**src/rtl/booth_mult_sequencer.sv**
```systemverilog
// booth_mult_sequencer
//   Radix-2 Booth control FSM for a sequential signed multiplier datapath.
//   Sequences LOAD, then WIDTH iterations of EVAL/SHIFT, then a one-cycle DONE.
//   Strobes decode combinationally from the state register and Q[0]/Q[-1].
//   Optional feature macro: BOOTH_SKIP_EN
//     When it is defined, EVAL shifts directly when no add/subtract is needed,
//     so those iterations skip the SHIFT state.
//   Reset is synchronous and active-high.

module booth_mult_sequencer #(
  parameter int WIDTH = 16,
  parameter int CNT_W = $clog2(WIDTH + 1)
) (
  input  logic             clk,
  input  logic             reset,
  input  logic             start,
  input  logic             q_lsb,
  input  logic             q_prev,
  output logic             load_en,
  output logic             alu_en,
  output logic             alu_sub,
  output logic             shift_en,
  output logic             shift_mode,
  output logic             busy,
  output logic             done,
  output logic [CNT_W-1:0] iter
);

  typedef enum logic [2:0] {
    IDLE  = 3'd0,
    LOAD  = 3'd1,
    EVAL  = 3'd2,
    SHIFT = 3'd3,
    DONE  = 3'd4
  } state_t;

  state_t state;

  // Booth pair decode: 10 -> subtract, 01 -> add, 00/11 -> no ALU write.
  logic need_op;
  logic last_iter;

  assign need_op   = q_lsb ^ q_prev;
  assign last_iter = (iter == CNT_W'(1));

  // The chain always shifts arithmetically so the partial product keeps its sign.
  assign shift_mode = 1'b0;

  // State and iteration counter; reset aborts any operation without a done.
  // NOTE: every register here is written with <= so all updates in this block
  // see the values from before the clock edge, regardless of statement order.
  always_ff @(posedge clk) begin
    if (reset) begin
      state <= IDLE;
      iter  <= '0;
    end else begin
      case (state)
        IDLE: begin
          if (start) state <= LOAD;
        end
        LOAD: begin
          iter  <= CNT_W'(WIDTH);
          state <= EVAL;
        end
        EVAL: begin
`ifdef BOOTH_SKIP_EN
          if (!need_op) begin
            iter  <= iter - CNT_W'(1);
            state <= last_iter ? DONE : EVAL;
          end else begin
            state <= SHIFT;
          end
`else
          state <= SHIFT;
`endif
        end
        SHIFT: begin
          iter  <= iter - CNT_W'(1);
          state <= last_iter ? DONE : EVAL;
        end
        DONE: begin
          state <= IDLE;
        end
        default: begin
          state <= IDLE;
          iter  <= '0;
        end
      endcase
    end
  end

  // Strobe decode from the current state and the datapath status bits.
  // NOTE: every output gets a default before the case so that no path leaves
  // one unassigned, which would otherwise infer a latch.
  always_comb begin
    load_en  = 1'b0;
    alu_en   = 1'b0;
    alu_sub  = 1'b0;
    shift_en = 1'b0;
    busy     = 1'b0;
    done     = 1'b0;
    case (state)
      LOAD: begin
        busy    = 1'b1;
        load_en = 1'b1;
      end
      EVAL: begin
        busy    = 1'b1;
        alu_en  = need_op;
        alu_sub = q_lsb & ~q_prev;
`ifdef BOOTH_SKIP_EN
        shift_en = ~need_op;
`endif
      end
      SHIFT: begin
        busy     = 1'b1;
        shift_en = 1'b1;
      end
      DONE: begin
        busy = 1'b1;
        done = 1'b1;
      end
      default: begin
        busy = 1'b0;
      end
    endcase
  end

endmodule

```
**config.mk**
```make
export PLATFORM = sky130hd
export DESIGN_NAME = booth_mult_sequencer
export DESIGN_NICKNAME = d
export VERILOG_FILES = /design/src/rtl/booth_mult_sequencer.sv
export SDC_FILE = /design/constraint.sdc
export NUM_CORES = 1
export LEC_CHECK = 0
export CAP_MARGIN = 30
export CORE_MARGIN = 2
export CORE_UTILIZATION = 35
export CTS_BUF_LIST = sky130_fd_sc_hd__clkbuf_8
export CTS_CLUSTER_DIAMETER = 200
export DETAILED_ROUTE_END_ITERATION = 10
export PLACE_DENSITY_LB_ADDON = 0.15
export SETUP_SLACK_MARGIN = 0.4
export SYNTH_ARGS = -nofsm -noshare
export SYNTH_HDL_FRONTEND = slang
export SYNTH_SLANG_ARGS = --single-unit
```
**constraint.sdc**
```tcl
create_clock -name clk -period 3.1 [get_ports clk]
set_input_delay 0.62 -clock clk [delete_from_list [all_inputs] [get_ports clk]]
set_output_delay 0.62 -clock clk [all_outputs]
set_load 0.01 [all_outputs]
```
Yosys cells after proc, flatten, opt, wreduce, memory -nomap -nowiden. Index checks and enable logic that the tools add are counted.

Flip-flop bits (word level): 8. Bits of input ports: 5. Output and inout port bits: 12. Logic and storage cells: 25.

Add/subtract/negate cells: 1. Eq/ne operators: 6. Mux-type cells: 10. Bitwise logic cells: 3. Reductions and logical operators: 3.

Operator list (number): $pmux W5 S3 (1); $pmux W3 S4 (1); $eq A3 B2 Y1 const B (2); $mux W1 (6); $mux W3 (2); $eq A5 B1 Y1 const B (1); $sub A5 B1 Y5 const B (1); $reduce_or A4 Y1 (1); $eq A3 B1 Y1 const B (1); $eq A3 B3 Y1 const B (1); $logic_not A3 Y1 (1); $reduce_or A3 Y1 (1); $ne A2 B2 Y1 const B (1); $and A1 B1 Y1 (1); $not A1 Y1 (1); $xor A1 B1 Y1 (1).

Longest topological paths before layout. Gate-level depths: netlist (run 1).

Depth in word-level cells: 3. Gate-level depth with buffers: 5. Depth with buffers taken out: 5.

Worst setup path before layout (run 1). Ideal clock, no wire load.

Kind: input -> output. Start: in q_prev. End: out alu_en. Data arrival time: 1.079 ns. Data required time: 2.480 ns. Setup slack: 1.401 ns. Stages: 3. Buffers on the path: 0. Path through: inv_1 ha_1 nor2_1.

Longest elaborated chain between the ends: 2.

Ends and longest elaborated chain: start, declared (line 18) `input logic q_prev,`; $xor A1 B1 Y1 (line 43) `assign need_op = q_lsb ^ q_prev;`; $mux W1 (line 102) `case (state)`; end, declared (line 20) `output logic alu_en,`.

Every way passes these cells.

Worst setup path in the final report (run 1). Same ends and word-level chain as after synthesis.

==> results of run 1 <==
[registers in the layout, indices dropped and copies added (netlist names)]
signal,cells
iter,5
state,3
[cell families after synthesis]
family | after synthesis | synth area share (%)
flip-flops | 8 | 33.4
adder cells (fa/ha/maj) | 3 | 7.83
buffers and inverters | 9 | 8.36
AO/OA/AOI/OAI | 15 | 22.7
XOR/XNOR | 1 | 1.83
multiplexers | 1 | 2.09
other | 1 | 0.783
AND/OR/NAND/NOR | 20 | 23.0
[tightest hold or removal path: stages (launching register included)]
cell	delay, ns
dfxtp_1	0.35
nand3_1	0.08
a21oi_1	0.05
[layout make-up]
class                      count  area (µm²)  area share [%]
timing repair buffer          15         150            22.5
tap                           15        18.8            2.81
multi-input combinational     41         279            41.8
sequential                     8         160            24.0
inverter                       5        18.8            2.81
clock buffer                   3        41.3            6.18
[layer usage]
layer	vias up	track usage, %
met5	-	0
met4	0	7.50
met3	2	4.35
met2	13	21.1
met1	201	21.2
li1	236	-
[cells in the final DEF, fill, tap and decap left out]
cell,n
a21oi_1,3
a31oi_1,1
mux2i_1,1
nor4b_1,1
and3b_1,1
o2111ai_1,1
a32o_1,2
o22ai_1,1
o31a_2,1
xnor2_1,1
o21ai_0,3
or3b_4,1
inv_1,5
clkdlybuf4s50_1,15
nor3_1,1
o21ai_1,1
and3_1,2
ha_1,3
conb_1,1
and2_1,1
clkbuf_8,3
nor4_1,1
nor2_1,5
nand2_1,4
nand3b_1,1
o21ba_1,1
dfxtp_1,8
nand3_1,2
o211ai_2,1
[stage by stage]
step	util (%)	std cells	cell area [µm²]
5_1_grt	52.0	87	668
2_1_floorplan	-	58	479
4_1_cts	52.0	87	668
3_5_place_dp	48.8	84	627
3_3_place_gp	48.8	84	627
6_report	52.0	87	668
[final timing paths]
kind                     endpoint                 start
max                        alu_en                q_prev
min          iter[3]$_SDFFE_PP0N_  iter[3]$_SDFFE_PP0N_
max reg2reg  iter[4]$_SDFFE_PP0N_  iter[0]$_SDFFE_PP0N_
min reg2reg  iter[3]$_SDFFE_PP0N_  iter[3]$_SDFFE_PP0N_
[power by group through the flow]
stage | clock network (mW) | logic (mW) | registers, mW
5_1_grt | 0.132 | 0.0706 | 0.124
3_3_place_gp | 0 | 0.0633 | 0.124
3_5_place_dp | 0 | 0.0638 | 0.125
2_1_floorplan | 0 | 0.0409 | 0.120
4_1_cts | 0.126 | 0.0641 | 0.123
6_report | 0.123 | 0.0635 | 0.123
==> run_results.csv, run 1 <==
group,metric,value,unit
floorplanning,io_pins,17,
yosys,synth.most_common_cell,"dfxtp_1",
setup_path,cpMaxStageDelayCell,"clkdlybuf4s50_1",
power_and_ir_drop,switchingPower,0.0789,mW
cts,htreeDepth,1,
global_route,grt_pass1_vias,399,
floorplanning,die_height,41,µm
setup_path,crit_buf_inv,3,
power_and_ir_drop,power.density,463,mW/mm²
detailed_routing,highest_layer,"met4",
finish,antenna_cells,0,
sta,fin_crit,2.61,ns
setup_path,worstPathRequired,2.48,ns
detailed_routing,wl_met2,411,µm
yosys,ys_seq_elements,8,
setup_path,cp_max_fo,1,
yosys,yosysWarnings,0,
finish,drive_above_1_share,8.33,%
sta,finalSetupViolations,0,
placement,finalWeightedCongestion,0.729,
yosys,syn-instance-count,58,
yosys,yosysTopAreaCell,"dfxtp_1",
setup_path,cp_slowest_stage_delay,0.54,ns
worst_hold_path,hp-class,"flip-flop to flip-flop",
power_and_ir_drop,p_seq_share,39.8,%
setup_path,crit_family,"buffers and inverters",
sta,layout_setup_ws,0.487,ns
placement,pre_cts_ws,0.493,ns
cts,cts_resized,0,
detailed_routing,met1_length,516,µm
cts,cts_buffers,3,
detailed_routing,drt_iter0_drc,3,
floorplanning,floorplan.initialDensity,37.3,%
yosys,synth_edf_count,0,
detailed_routing,met3WireLength,54,µm
setup_path,cp_common_cell,"clkdlybuf4s50_1",
cts,cts_tree,"done",
yosys,syn_area,479,µm²
cts,cts_hold_buf,0,
sta,fin_tns_setup,0,ns
floorplanning,dieWidth,41,µm
cts,clockRootBuffer,"clkbuf_8",
run,drv_cap,0,
finish,area_delta_synth_final,39.4,%
global_route,grt_overflow,0,
yosys,yosysSeqAreaShare,33.4,%
global_route,grt_pass1_wl,1680,µm
cts,clkLatencyLatePin,0.23,ns
setup_path,criticalPathCategory,"input pin to output pin",
setup_path,rr_worst_depth,5,
worst_hold_path,holdPathStages,2,
detailed_routing,drtPass1Iterations,2,
finish,fillers,137,
detailed_routing,ant_nets,0,
cts,cts.sinks,8,
floorplanning,coreArea,0.00128,mm²
placement,hpwlAfterDp,747,µm
setup_path,cp.depth,5,
sta,max_freq,0.383,GHz
setup_path,crit_chain,"clkdlybuf4s50_1 -> inv_1 -> ha_1 -> nor2_1 -> clkdlybuf4s50_1",
yosys,ys.flop_type,"dfxtp_1",
yosys,syn_avg_cell_area,8.26,µm²
floorplanning,num_rows,13,
yosys,yosys-top-cells-count,"dfxtp_1 (8), inv_1 (5), nor2_1 (5)",
setup_path,arrival,1.99,ns
cts,cts_setup_buffers,0,
setup_path,endpoint_kind,"output pin",
power_and_ir_drop,p_int,0.231,mW
sta,rsz0062_at_grt,"false",
yosys,yosys.area.top_type_share,33.4,%
setup_path,rrSetupSlack,1.64,ns
sta,hold_viol,0,
power_and_ir_drop,swShare,25.5,%
sta,drv_slew,0,
yosys,synth_nets,66,
global_route,grt_max_degree,15,
finish,layout.nets,82,
placement,portBuffers,15,
yosys,synthDistinctLibCells,30,
power_and_ir_drop,power_leakage,0.271,nW
global_route,antenna_found_initial,0,
sta,fin_skew,0.00302,ns
cts,cts.path.max_buffers,2,
yosys,synthTopCellsByArea,"dfxtp_1 (33%), ha_1 (7.8%), a32o_1 (4.2%)",
yosys,async_flop_share,0,%
detailed_routing,drt-total-wl,998,µm
power_and_ir_drop,pwr-share-clk,39.7,%
sta,finalCritPeriodShare,84.3,%
power_and_ir_drop,comb_power_share,20.5,%
sta,hold_slack,0.540,ns
detailed_routing,routed_via_density,5.20,
detailed_routing,routedWlPerCell,11.5,µm
floorplanning,dieArea,0.00168,mm²
setup_path,critPathLaunchType,"input pin",
power_and_ir_drop,fin_total_pwr,0.310,mW
cts,cts.clk_slew.worst_paths,0.04,ns
detailed_routing,vias,452,
power_and_ir_drop,vdd_drop_max,0.223,mV
detailed_routing,drc,0,
global_route,grt_usage,15.3,%
outcome,outcome,"finished clean",
(Power assumes the default switching activity.)
==> run 2, diff against run 1 <==
==> constraint.sdc (replaced) <==
create_clock -name clk -period 2.2 [get_ports clk]
set_input_delay 0.44 -clock clk [delete_from_list [all_inputs] [get_ports clk]]
set_output_delay 0.44 -clock clk [all_outputs]
set_load 0.01 [all_outputs]
==> run_results.csv, run 2 (synthesis gave the netlist of run 1 again) <==
group,metric,value,unit
floorplanning,dieWidth,41,µm
detailed_routing,met1_length,534,µm
detailed_routing,drt-total-wl,1110,µm
finish,final_core_util,55.7,%
sta,finalSetupViolations,0,
finish,layout.nets,87,
outcome,outcome,"finished clean",
sta,finalCritPeriodShare,76.6,%
finish,layout_commonest_cell,"clkdlybuf4s50_1",
cts,clkLatencyLatePin,0.23,ns
global_route,grt_pass1_vias,438,
power_and_ir_drop,comb_power_share,23.1,%
finish,multi_input_area,290,µm²
sta,fin_tns_setup,0,ns
cts,clockRootBuffer,"clkbuf_8",
finish,final_cell_mix,"clkdlybuf4s50_1 (7), inv_1 (5), dfxtp_1 (5), buf_4 (5)",
placement,pre_cts_ws,-0.0466,ns
finish,largestRegisters,"iter: 5 flops, state: 3 flops",
sta,drv_slew,0,
floorplanning,die_height,41,µm
cts,cts_tree,"done",
cts,htreeDepth,1,
sta,hold_viol,0,
finish,fillers,127,
detailed_routing,routedWlPerCell,12.0,µm
placement,hpwlAfterDp,747,µm
placement,finalWeightedCongestion,0.729,
worst_hold_path,hp-class,"flip-flop to flip-flop",
setup_path,worstPathRequired,1.76,ns
floorplanning,coreArea,0.00128,mm²
detailed_routing,highest_layer,"met4",
cts,cts.clk_slew.worst_paths,0.04,ns
finish,top_register,"iter",
setup_path,criticalPathCategory,"flip-flop to output pin",
sta,fin_skew,0.00186,ns
setup_path,cp_max_fo,6,
detailed_routing,vias,486,
global_route,grt_usage,16.7,%
cts,cts.sinks,8,
sta,max_freq,0.593,GHz
finish,antenna_cells,0,
sta,fin_crit,1.69,ns
global_route,grt_overflow,0,
power_and_ir_drop,vdd_drop_max,0.318,mV
global_route,antenna_found_initial,0,
finish,seqCellArea,169,µm²
finish,drive_above_1_share,24.7,%
cts,cts_hold_buf,0,
cts,cts_buffers,3,
detailed_routing,ant_nets,0,
finish,largest_reg_flops,5,
power_and_ir_drop,p_int,0.330,mW
setup_path,critPathLaunchType,"flip-flop",
floorplanning,dieArea,0.00168,mm²
cts,cts.path.max_buffers,2,
global_route,grt_max_degree,10,
power_and_ir_drop,swShare,26.2,%
power_and_ir_drop,switchingPower,0.117,mW
detailed_routing,wl_met2,506,µm
placement,placed_cell_area,627,µm²
setup_path,arrival,1.25,ns
power_and_ir_drop,power_leakage,0.336,nW
power_and_ir_drop,power.density,624,mW/mm²
finish,fin_area,716,µm²
detailed_routing,drc,0,
setup_path,endpoint_kind,"output pin",
finish,area_delta_synth_final,49.3,%
sta,layout_setup_ws,0.514,ns
floorplanning,num_rows,13,
detailed_routing,drt_iter0_drc,3,
floorplanning,io_pins,17,
global_route,grt_pass1_wl,1840,µm
power_and_ir_drop,p_seq_share,37.8,%
placement,portBuffers,15,
detailed_routing,routed_via_density,5.28,
detailed_routing,met3WireLength,50,µm
power_and_ir_drop,pwr-share-clk,39.2,%
detailed_routing,drtPass1Iterations,4,
sta,rsz0062_at_grt,"false",
run,drv_cap,0,
floorplanning,floorplan.initialDensity,37.3,%
## run 2: cell count changes in the layout (fill, tap and decap cells not counted), moves of 2 or more
cell             delta
clkdlybuf4s50_1     -8
buf_4               +5
dlygate4sd2_1       +4
dfxtp_1             -3
buf_2               +2
dfxtp_4             +2
dlymetal6s2s_1      +2
## run 2: area by class of cell
| class | count | share of cell area [%] |
|---|---|---|
| multi-input combinational | 41 | 40.6 |
| timing repair buffer | 20 | 24.8 |
| sequential | 8 | 23.6 |
| clock buffer | 3 | 5.77 |
| inverter | 5 | 2.62 |
| tap | 15 | 2.62 |
## run 2: power groups by stage
stage	Clock [mW]	Combinational [mW]	Sequential (mW)
6_report	0.175	0.103	0.169
5_1_grt	0.186	0.114	0.170
4_1_cts	0.178	0.104	0.168
3_5_place_dp	0	0.0899	0.176
3_3_place_gp	0	0.0892	0.175
2_1_floorplan	0	0.0576	0.169
## run 2: metal layers
layer | vias to the layer above | GRT usage, %
met5 | - | 0
li1 | 246 | -
met3 | 2 | 3.26
met1 | 223 | 20.5
met2 | 15 | 27.7
met4 | 0 | 7.50
## run 2: worst max-delay path, cell delays in order (launching register included)
cell and delay [ns]:
dfxtp_4 0.37, buf_4 0.14, inv_1 0.08, nor3_1 0.15, dlygate4sd2_1 0.28
## run 2: stage by stage
| step | power (mW) | hold slack, ns | instances |
|---|---|---|---|
| floorplan | 0.226 | 0.509 | 58 |
| detailed placement | 0.265 | 0.535 | 84 |
| CTS | 0.449 | 0.542 | 92 |
| global placement | 0.264 | 0.544 | 84 |
| global route | 0.469 | 0.575 | 92 |
| finish | 0.447 | 0.540 | 92 |
## run 2: timing repair
action                     CTS  global route
setup endpoints to repair    6             2
pin swaps                    0             1
setup buffers                5             0
hold endpoints to repair     0             0
resized for setup           21             2
## run 2: worst paths after layout
check	start	endpoint	slack, ns	cells after the start
worst max-delay path	state[0]$_SDFFE_PP0P_	load_en	0.51	4
worst min-delay path	iter[3]$_SDFFE_PP0N_	iter[3]$_SDFFE_PP0N_	0.54	2
worst max register to register	iter[0]$_SDFFE_PP0N_	iter[4]$_SDFFE_PP0N_	0.74	5
worst min register to register	iter[3]$_SDFFE_PP0N_	iter[3]$_SDFFE_PP0N_	0.54	2
